[config.mk]
export PLATFORM = sky130hd
export DESIGN_NAME = cbus_rr_arbiter_flat
export DESIGN_NICKNAME = d
export VERILOG_FILES = /design/src/rtl/cbus_rr_arbiter_pkg.sv /design/src/rtl/cbus_rr_arbiter_if.sv /design/src/rtl/cbus_rr_arbiter.sv /design/src/flat_wrapper.sv
export SDC_FILE = /design/constraint.sdc
export NUM_CORES = 1
export LEC_CHECK = 0
export CORE_AREA = 2 2 211 213
export CTS_CLUSTER_DIAMETER = 150
export DETAILED_ROUTE_END_ITERATION = 6
export DIE_AREA = 0 0 213 215
export HOLD_SLACK_MARGIN = 0.02
export RECOVER_POWER = 25
export SYNTH_ARGS = -nofsm -noshare
export SYNTH_HDL_FRONTEND = slang
export SYNTH_SLANG_ARGS = --single-unit
[constraint.sdc]
create_clock -name clk -period 1.9 [get_ports clk]
set_clock_uncertainty 0.2 [all_clocks]
set_input_delay 0.38 -clock clk [delete_from_list [all_inputs] [get_ports clk]]
set_output_delay 0.38 -clock clk [all_outputs]
set_load 0.005 [all_outputs]
[src/rtl/cbus_rr_arbiter_pkg.sv]
// Shared cbus payload types used by the arbiter, its interface and benches.
//   cbus_req_t  : master -> slave request (valid, write flag, address, size,
//                 byte strobe, write data, burst length)
//   cbus_resp_t : slave -> master response (ready, last, read data)
// Burst length is encoded as beats-1 (MLEN1 = 0 ... MLEN16 = 15).
package cbus_rr_arbiter_pkg;

  localparam int unsigned ADDR_W = 32;
  localparam int unsigned DATA_W = 64;
  localparam int unsigned STRB_W = DATA_W / 8;

  typedef enum logic [3:0] {
    MLEN1  = 4'd0,
    MLEN2  = 4'd1,
    MLEN4  = 4'd3,
    MLEN8  = 4'd7,
    MLEN16 = 4'd15
  } cbus_len_t;

  typedef enum logic [2:0] {
    MSIZE1 = 3'd0,
    MSIZE2 = 3'd1,
    MSIZE4 = 3'd2,
    MSIZE8 = 3'd3
  } cbus_size_t;

  typedef struct packed {
    logic              valid;
    logic              is_write;
    logic [ADDR_W-1:0] addr;
    cbus_size_t        size;
    logic [STRB_W-1:0] strobe;
    logic [DATA_W-1:0] data;
    cbus_len_t         len;
  } cbus_req_t;

  typedef struct packed {
    logic              ready;
    logic              last;
    logic [DATA_W-1:0] data;
  } cbus_resp_t;

endpackage

[src/rtl/cbus_rr_arbiter_if.sv]
// Bus bundle around the cbus arbiter.
//   ireqs  : requests from the upstream masters (one per input)
//   iresps : responses returned to the upstream masters
//   oreq   : request forwarded to the downstream port
//   oresp  : response from the downstream port
// Modports: slave = the arbiter, master = the environment around it.
interface cbus_rr_arbiter_if
  import cbus_rr_arbiter_pkg::*;
#(
  parameter int unsigned NUM_INPUTS = 2
);

  cbus_req_t  ireqs  [NUM_INPUTS];
  cbus_resp_t iresps [NUM_INPUTS];
  cbus_req_t  oreq;
  cbus_resp_t oresp;

  modport master (
    output ireqs,
    output oresp,
    input  iresps,
    input  oreq
  );

  modport slave (
    input  ireqs,
    input  oresp,
    output iresps,
    output oreq
  );

endinterface

[src/rtl/cbus_rr_arbiter.sv]
// Round-robin arbiter from NUM_INPUTS upstream cbus masters onto one downstream
// cbus port. A grant is held for a whole transaction (single beat or burst)
// until the last beat is accepted, then priority rotates past the winner.
// The number of beats seen is checked against the request's len field.
// Ports:
//   clk     : clock
//   reset   : synchronous, active-high reset
//   bus     : cbus_rr_arbiter_if.slave (ireqs/iresps upstream, oreq/oresp downstream)
//   busy    : high while a grant is held
//   len_err : sticky, set when a last beat arrives at the wrong beat count
// Build option: define CBUS_ARB_FIXED_PRIO_EN for fixed priority (lowest
// valid index always wins); otherwise round-robin.
module cbus_rr_arbiter
  import cbus_rr_arbiter_pkg::*;
#(
  parameter int unsigned NUM_INPUTS = 2
) (
  input  logic             clk,
  input  logic             reset,
  cbus_rr_arbiter_if.slave bus,
  output logic             busy,
  output logic             len_err
);

  localparam int unsigned SEL_BITS = (NUM_INPUTS > 1) ? $clog2(NUM_INPUTS) : 1;
  localparam int unsigned SUM_W    = SEL_BITS + 1;
  localparam int unsigned LEN_W    = $bits(cbus_len_t);

  typedef enum logic {
    IDLE = 1'b0,
    BUSY = 1'b1
  } state_t;

  state_t                state;
  logic [SEL_BITS-1:0]   sel;
  logic [SEL_BITS-1:0]   rr_ptr;
  logic [SEL_BITS-1:0]   offset;
  logic [SEL_BITS-1:0]   winner;
  logic [SEL_BITS-1:0]   next_ptr;
  logic [SUM_W-1:0]      winner_sum;
  logic [LEN_W-1:0]      beat_cnt;
  logic [NUM_INPUTS-1:0] valid_vec;
  logic [NUM_INPUTS-1:0] rotated;
  logic                  any_valid;
  cbus_req_t             cur_req;

  // Per-input valid collection and response steering.
  for (genvar g = 0; g < NUM_INPUTS; g++) begin : g_in
    assign valid_vec[g]  = bus.ireqs[g].valid;
    assign bus.iresps[g] = (state == BUSY && sel == SEL_BITS'(g)) ? bus.oresp : '0;
  end

  // Rotate the valid vector so bit 0 is the input rr_ptr points at, then take
  // the lowest set bit as the offset of the winner from rr_ptr.
  always_comb begin
    rotated = NUM_INPUTS'({valid_vec, valid_vec} >> rr_ptr);
    offset  = '0;
    for (int k = NUM_INPUTS - 1; k >= 0; k--) begin
      if (rotated[k]) offset = SEL_BITS'(k);
    end
  end

  assign any_valid  = |valid_vec;
  assign winner_sum = {1'b0, offset} + {1'b0, rr_ptr};
  assign winner     = (winner_sum >= SUM_W'(NUM_INPUTS))
                    ? SEL_BITS'(winner_sum - SUM_W'(NUM_INPUTS))
                    : SEL_BITS'(winner_sum);

  // Priority pointer after a transaction ends.
`ifdef CBUS_ARB_FIXED_PRIO_EN
  assign next_ptr = '0;
`else
  assign next_ptr = (sel == SEL_BITS'(NUM_INPUTS - 1)) ? '0 : sel + SEL_BITS'(1);
`endif

  // Selected request is passed through untouched while the grant is held.
  assign cur_req = bus.ireqs[sel];
  assign bus.oreq = (state == BUSY) ? cur_req : '0;

  // Grant FSM, beat counter and sticky length check.
  always_ff @(posedge clk) begin
    if (reset) begin
      state    <= IDLE;
      sel      <= '0;
      rr_ptr   <= '0;
      beat_cnt <= '0;
      busy     <= 1'b0;
      len_err  <= 1'b0;
    end else begin
      case (state)
        IDLE: begin
          if (any_valid) begin
            sel      <= winner;
            beat_cnt <= '0;
            state    <= BUSY;
            busy     <= 1'b1;
          end
        end
        BUSY: begin
          if (!cur_req.valid) begin
            // Master withdrew without a last beat: release, no length check.
            state  <= IDLE;
            busy   <= 1'b0;
            rr_ptr <= next_ptr;
          end else if (bus.oresp.ready) begin
            if (bus.oresp.last) begin
              state  <= IDLE;
              busy   <= 1'b0;
              rr_ptr <= next_ptr;
              if (beat_cnt != LEN_W'(cur_req.len)) len_err <= 1'b1;
            end else begin
              beat_cnt <= beat_cnt + LEN_W'(1);
            end
          end
        end
        default: state <= IDLE;
      endcase
    end
  end

endmodule

[src/flat_wrapper.sv]
// flat-port wrapper written by rule: the top's interface ports become plain ports
module cbus_rr_arbiter_flat import cbus_rr_arbiter_pkg::*;
#(
  parameter int unsigned NUM_INPUTS = 2
)
  (clk, reset, busy, len_err, bus_ireqs, bus_oresp, bus_iresps, bus_oreq);
  cbus_rr_arbiter_if #(.NUM_INPUTS(NUM_INPUTS)) bus_i ();
  input  logic clk;
  input  logic reset;
  output logic busy;
  output logic len_err;
  input wire logic [$bits(bus_i.ireqs)-1:0] bus_ireqs;
  input wire logic [$bits(bus_i.oresp)-1:0] bus_oresp;
  output wire logic [$bits(bus_i.iresps)-1:0] bus_iresps;
  output wire logic [$bits(bus_i.oreq)-1:0] bus_oreq;
  assign bus_i.ireqs = {>>{bus_ireqs}};
  assign bus_i.oresp = bus_oresp;
  assign bus_iresps = {>>{bus_i.iresps}};
  assign bus_oreq = bus_i.oreq;
  cbus_rr_arbiter #(.NUM_INPUTS(NUM_INPUTS)) u_core (.clk(clk), .reset(reset), .bus(bus_i), .busy(busy), .len_err(len_err));
endmodule
==> impl_metrics.yaml <==
outcome:
  status: "finished, violations left"
  failed_checks: "negative setup slack"
yosys:
  synth_compound_area_share_pct: 1.829
  synth_cell_types: 28
  synth_fa_ha_area_share_pct: 0.4065
  synth_top_area_share_pct: 36.75
  synth_cells: 463
  synth_top_family_by_area: "simple AND/OR/NAND/NOR gates"
  ys_warn_count: 0
  synth_seq_area_share_pct: 5.854
  syn-cell-area_um2: 3078
  synth-seq-cells: 9
  synthSimpleGateAreaFrac_pct: 44.39
  synthMuxAreaShare_pct: 37.85
  synth-xor-area-share_pct: 1.707
  synth_fp_nets: 758
  ys_top_cells_by_area: "mux2i_1 (37%), and3_1 (26%), nor2_1 (15%), dfxtp_1 (5.9%), clkbuf_1 (4.9%)"
  syn_area_per_cell_um2: 6.648
  synth_top_cell_by_area: "mux2i_1"
clocking:
  htreeDepth: 1
  clock_path_buffers: 2
  cts.reportedPaths.clkPinSlew_ps: 40
  cts_tree: "done"
  clock_latency_ps: 230
  numCtsBuffers: 3
  cts_hold_buf: 0
  clockRootBuffer: "clkbuf_16"
  cts_sinks: 9
routing:
  vias: 6349
  wl_per_cell_um: 17.84
  drtAntennaViolNets: 0
  dr.pass1.iters: 6
  via_per_inst: 3.674
  drc_errors: 0
  wirelength_um: 30830
  drt_iter0_markers: 178
place:
  gp_congestion: 0.8411
  dp_hpwl_um: 20010
  post_dp_cell_area_um2: 9584
  port_buffers: 540
  placed_cells: 1594
grt:
  met3_usage_pct: 2.879
  grt_pass1_wl_um: 39170
  grt_max_degree: 38
  grtUsageMet1_pct: 11.54
  antenna_found_initial: 1
  grt_usage_pct: 11.41
  overflow: 0
  busiest_layer: "met2"
  use_met2_pct: 22.50
  grt_pass1_vias: 6553
power:
  p_leak_nw: 5.201
  p_sw_w: 0.001300
  p_comb_share_pct: 84.8
  ir_drop_mv: 0.2165
  seq_power_share_pct: 5.5
  power_density_nw_per_um2: 321.4
  clockPowerShare_pct: 9.7
  swShare_pct: 33.78
  p_int_w: 0.002548
worst_hold_path:
  hp-class: "reg -> reg"
timing:
  slew_headroom_pct: 74.54
  clock.fmax_mhz: 453.9
  finalHoldViolations: 0
  worst_slack_ps: -303.2
  rsz0062_at_grt: "yes"
  fin_crit_ps: 2203
  report.final.slew_viol_count: 0
  worstMarginPinSlew_ps: 380.7
  timing.final.crit_share_pct: 116.0
  fin_setup_tns_ps: -32040
  whs_ps: 252.6
  setup_viol: 237
critical_path:
  path_class: "reg -> out"
  crit_fanout: 6
  startpoint_type: "register"
  arrival_ps: 1620
  required_ps: 1320
  end_kind: "output pin"
floorplanning:
  core_um2: 43640
  initial_core_util_pct: 7.053
  die_y_um: 215
  ioPinCount: 541
  die_w_um: 213
  rows: 77
  die_area_um2: 45800
layout:
  final_common_cell: "clkdlybuf4s50_1"
  diodes: 0
  fin_area_um2: 11970
  fin_util_pct: 27.43
  nets: 1432
  drive_gt1_share_pct: 51.67
  final_cell_mix: "clkdlybuf4s50_1 (294), buf_6 (167), buf_2 (127)"
  area_growth_pct: 289.0
  stdcell_count: 1728
  fillers: 4586
flow_run:
  max-cap-violations: 0
cell families (layout without fill, tap and decap cells):
family / after synthesis / count (layout)
compound gates: 9 / 9
xor+xnor: 6 / 6
fa+ha+maj: 1 / 1
buf+inv: 59 / 732
flops: 9 / 9
mux: 115 / 115
simple gates: 264 / 264
Yosys cell counts:
| cell type | instances |
|---|---|
| xnor2_1 | 6 |
| clkbuf_1 | 40 |
| a21boi_1 | 1 |
| and3_1 | 130 |
| mux2_1 | 1 |
| clkinv_1 | 1 |
| o21ai_0 | 1 |
| a21oi_1 | 4 |
| nor2_1 | 121 |
| nor4_2 | 1 |
| o211ai_1 | 1 |
| mux2i_1 | 113 |
| nand2_1 | 3 |
| mux2i_4 | 1 |
| dfxtp_1 | 9 |
| buf_2 | 13 |
| buf_6 | 1 |
| nor3b_1 | 1 |
| ha_1 | 1 |
| nor3_2 | 3 |
| o41ai_1 | 1 |
| o21bai_1 | 1 |
| nand3_1 | 2 |
| nor4b_2 | 1 |
| inv_1 | 3 |
| buf_1 | 1 |
| nand3b_1 | 1 |
| nor3_1 | 1 |
critical path, stage by stage (launching register included):
cell	delay, ps
dfxtp_4	350
buf_12	140
buf_16	150
buf_12	140
buf_6	110
mux2i_1	100
nor2_1	210
buf_2	170
stage by stage:
stage / total power (W) / worst slack, ps
2_1_floorplan: 0.0009041 / 157.4
3_5_place_dp: 0.002535 / -606.1
4_1_cts: 0.003515 / -353.7
6_report: 0.003847 / -303.2
5_1_grt: 0.004053 / -328.6
3_3_place_gp: 0.002527 / -621.6
repair_timing:
action                                  in CTS  in global routing
buffers inserted                            78                 41
cloned                                      23                 10
pin swaps                                   43                 63
hold endpoints to repair                     0                  0
endpoints found under the setup margin     249                243
gates resized for setup                   1085                278
power groups by stage:
stage | registers (W) | clock network [W] | logic [W]
after floorplan | 0.000208 | 0 | 0.000697
after global placement | 0.000222 | 0 | 0.00230
after detailed placement | 0.000222 | 0 | 0.00231
after CTS | 0.000212 | 0.000379 | 0.00292
after global routing | 0.000213 | 0.000403 | 0.00344
final | 0.000211 | 0.000374 | 0.00326
worst paths after layout:
| check | startpoint | endpoint | slack (ps) | depth (start not counted) |
|---|---|---|---|---|
| max reg2reg | u_core.sel | u_core.len_err | -200 | 9 |
| min | u_core.len_err | u_core.len_err | 250 | 2 |
| min reg2reg | u_core.len_err | u_core.len_err | 250 | 2 |
| max | u_core.sel | bus_oreq[23] | -300 | 7 |
registers in the layout, summed over array words and instances, names as in the netlist:
| name | count |
|---|---|
| u_core.sel | 1 |
| u_core.len_err | 1 |
| u_core.beat_cnt | 4 |
| u_core.busy | 1 |
| u_core.state | 1 |
| u_core.rr_ptr | 1 |
final cells by class:
class                           count  area [um^2]  share of cell area [%]
Timing Repair Buffer              724         7477                   62.45
Multi-Input combinational cell    395         3467                   28.96
Tap cell                          592        740.7                   6.187
Sequential cell                     9        187.7                   1.568
Clock buffer                        4        78.83                  0.6584
Inverter                            4        21.27                  0.1777
layer usage:
layer	vias to the layer above	routed length [um]	share of wire, %
li1	2977	-	-
met1	2959	10920	35
met2	367	16350	53
met3	44	2620	8.5
met4	2	922	3.0
met5	-	12	0.039
No activity file was read; power rests on OpenSTA's default activity.
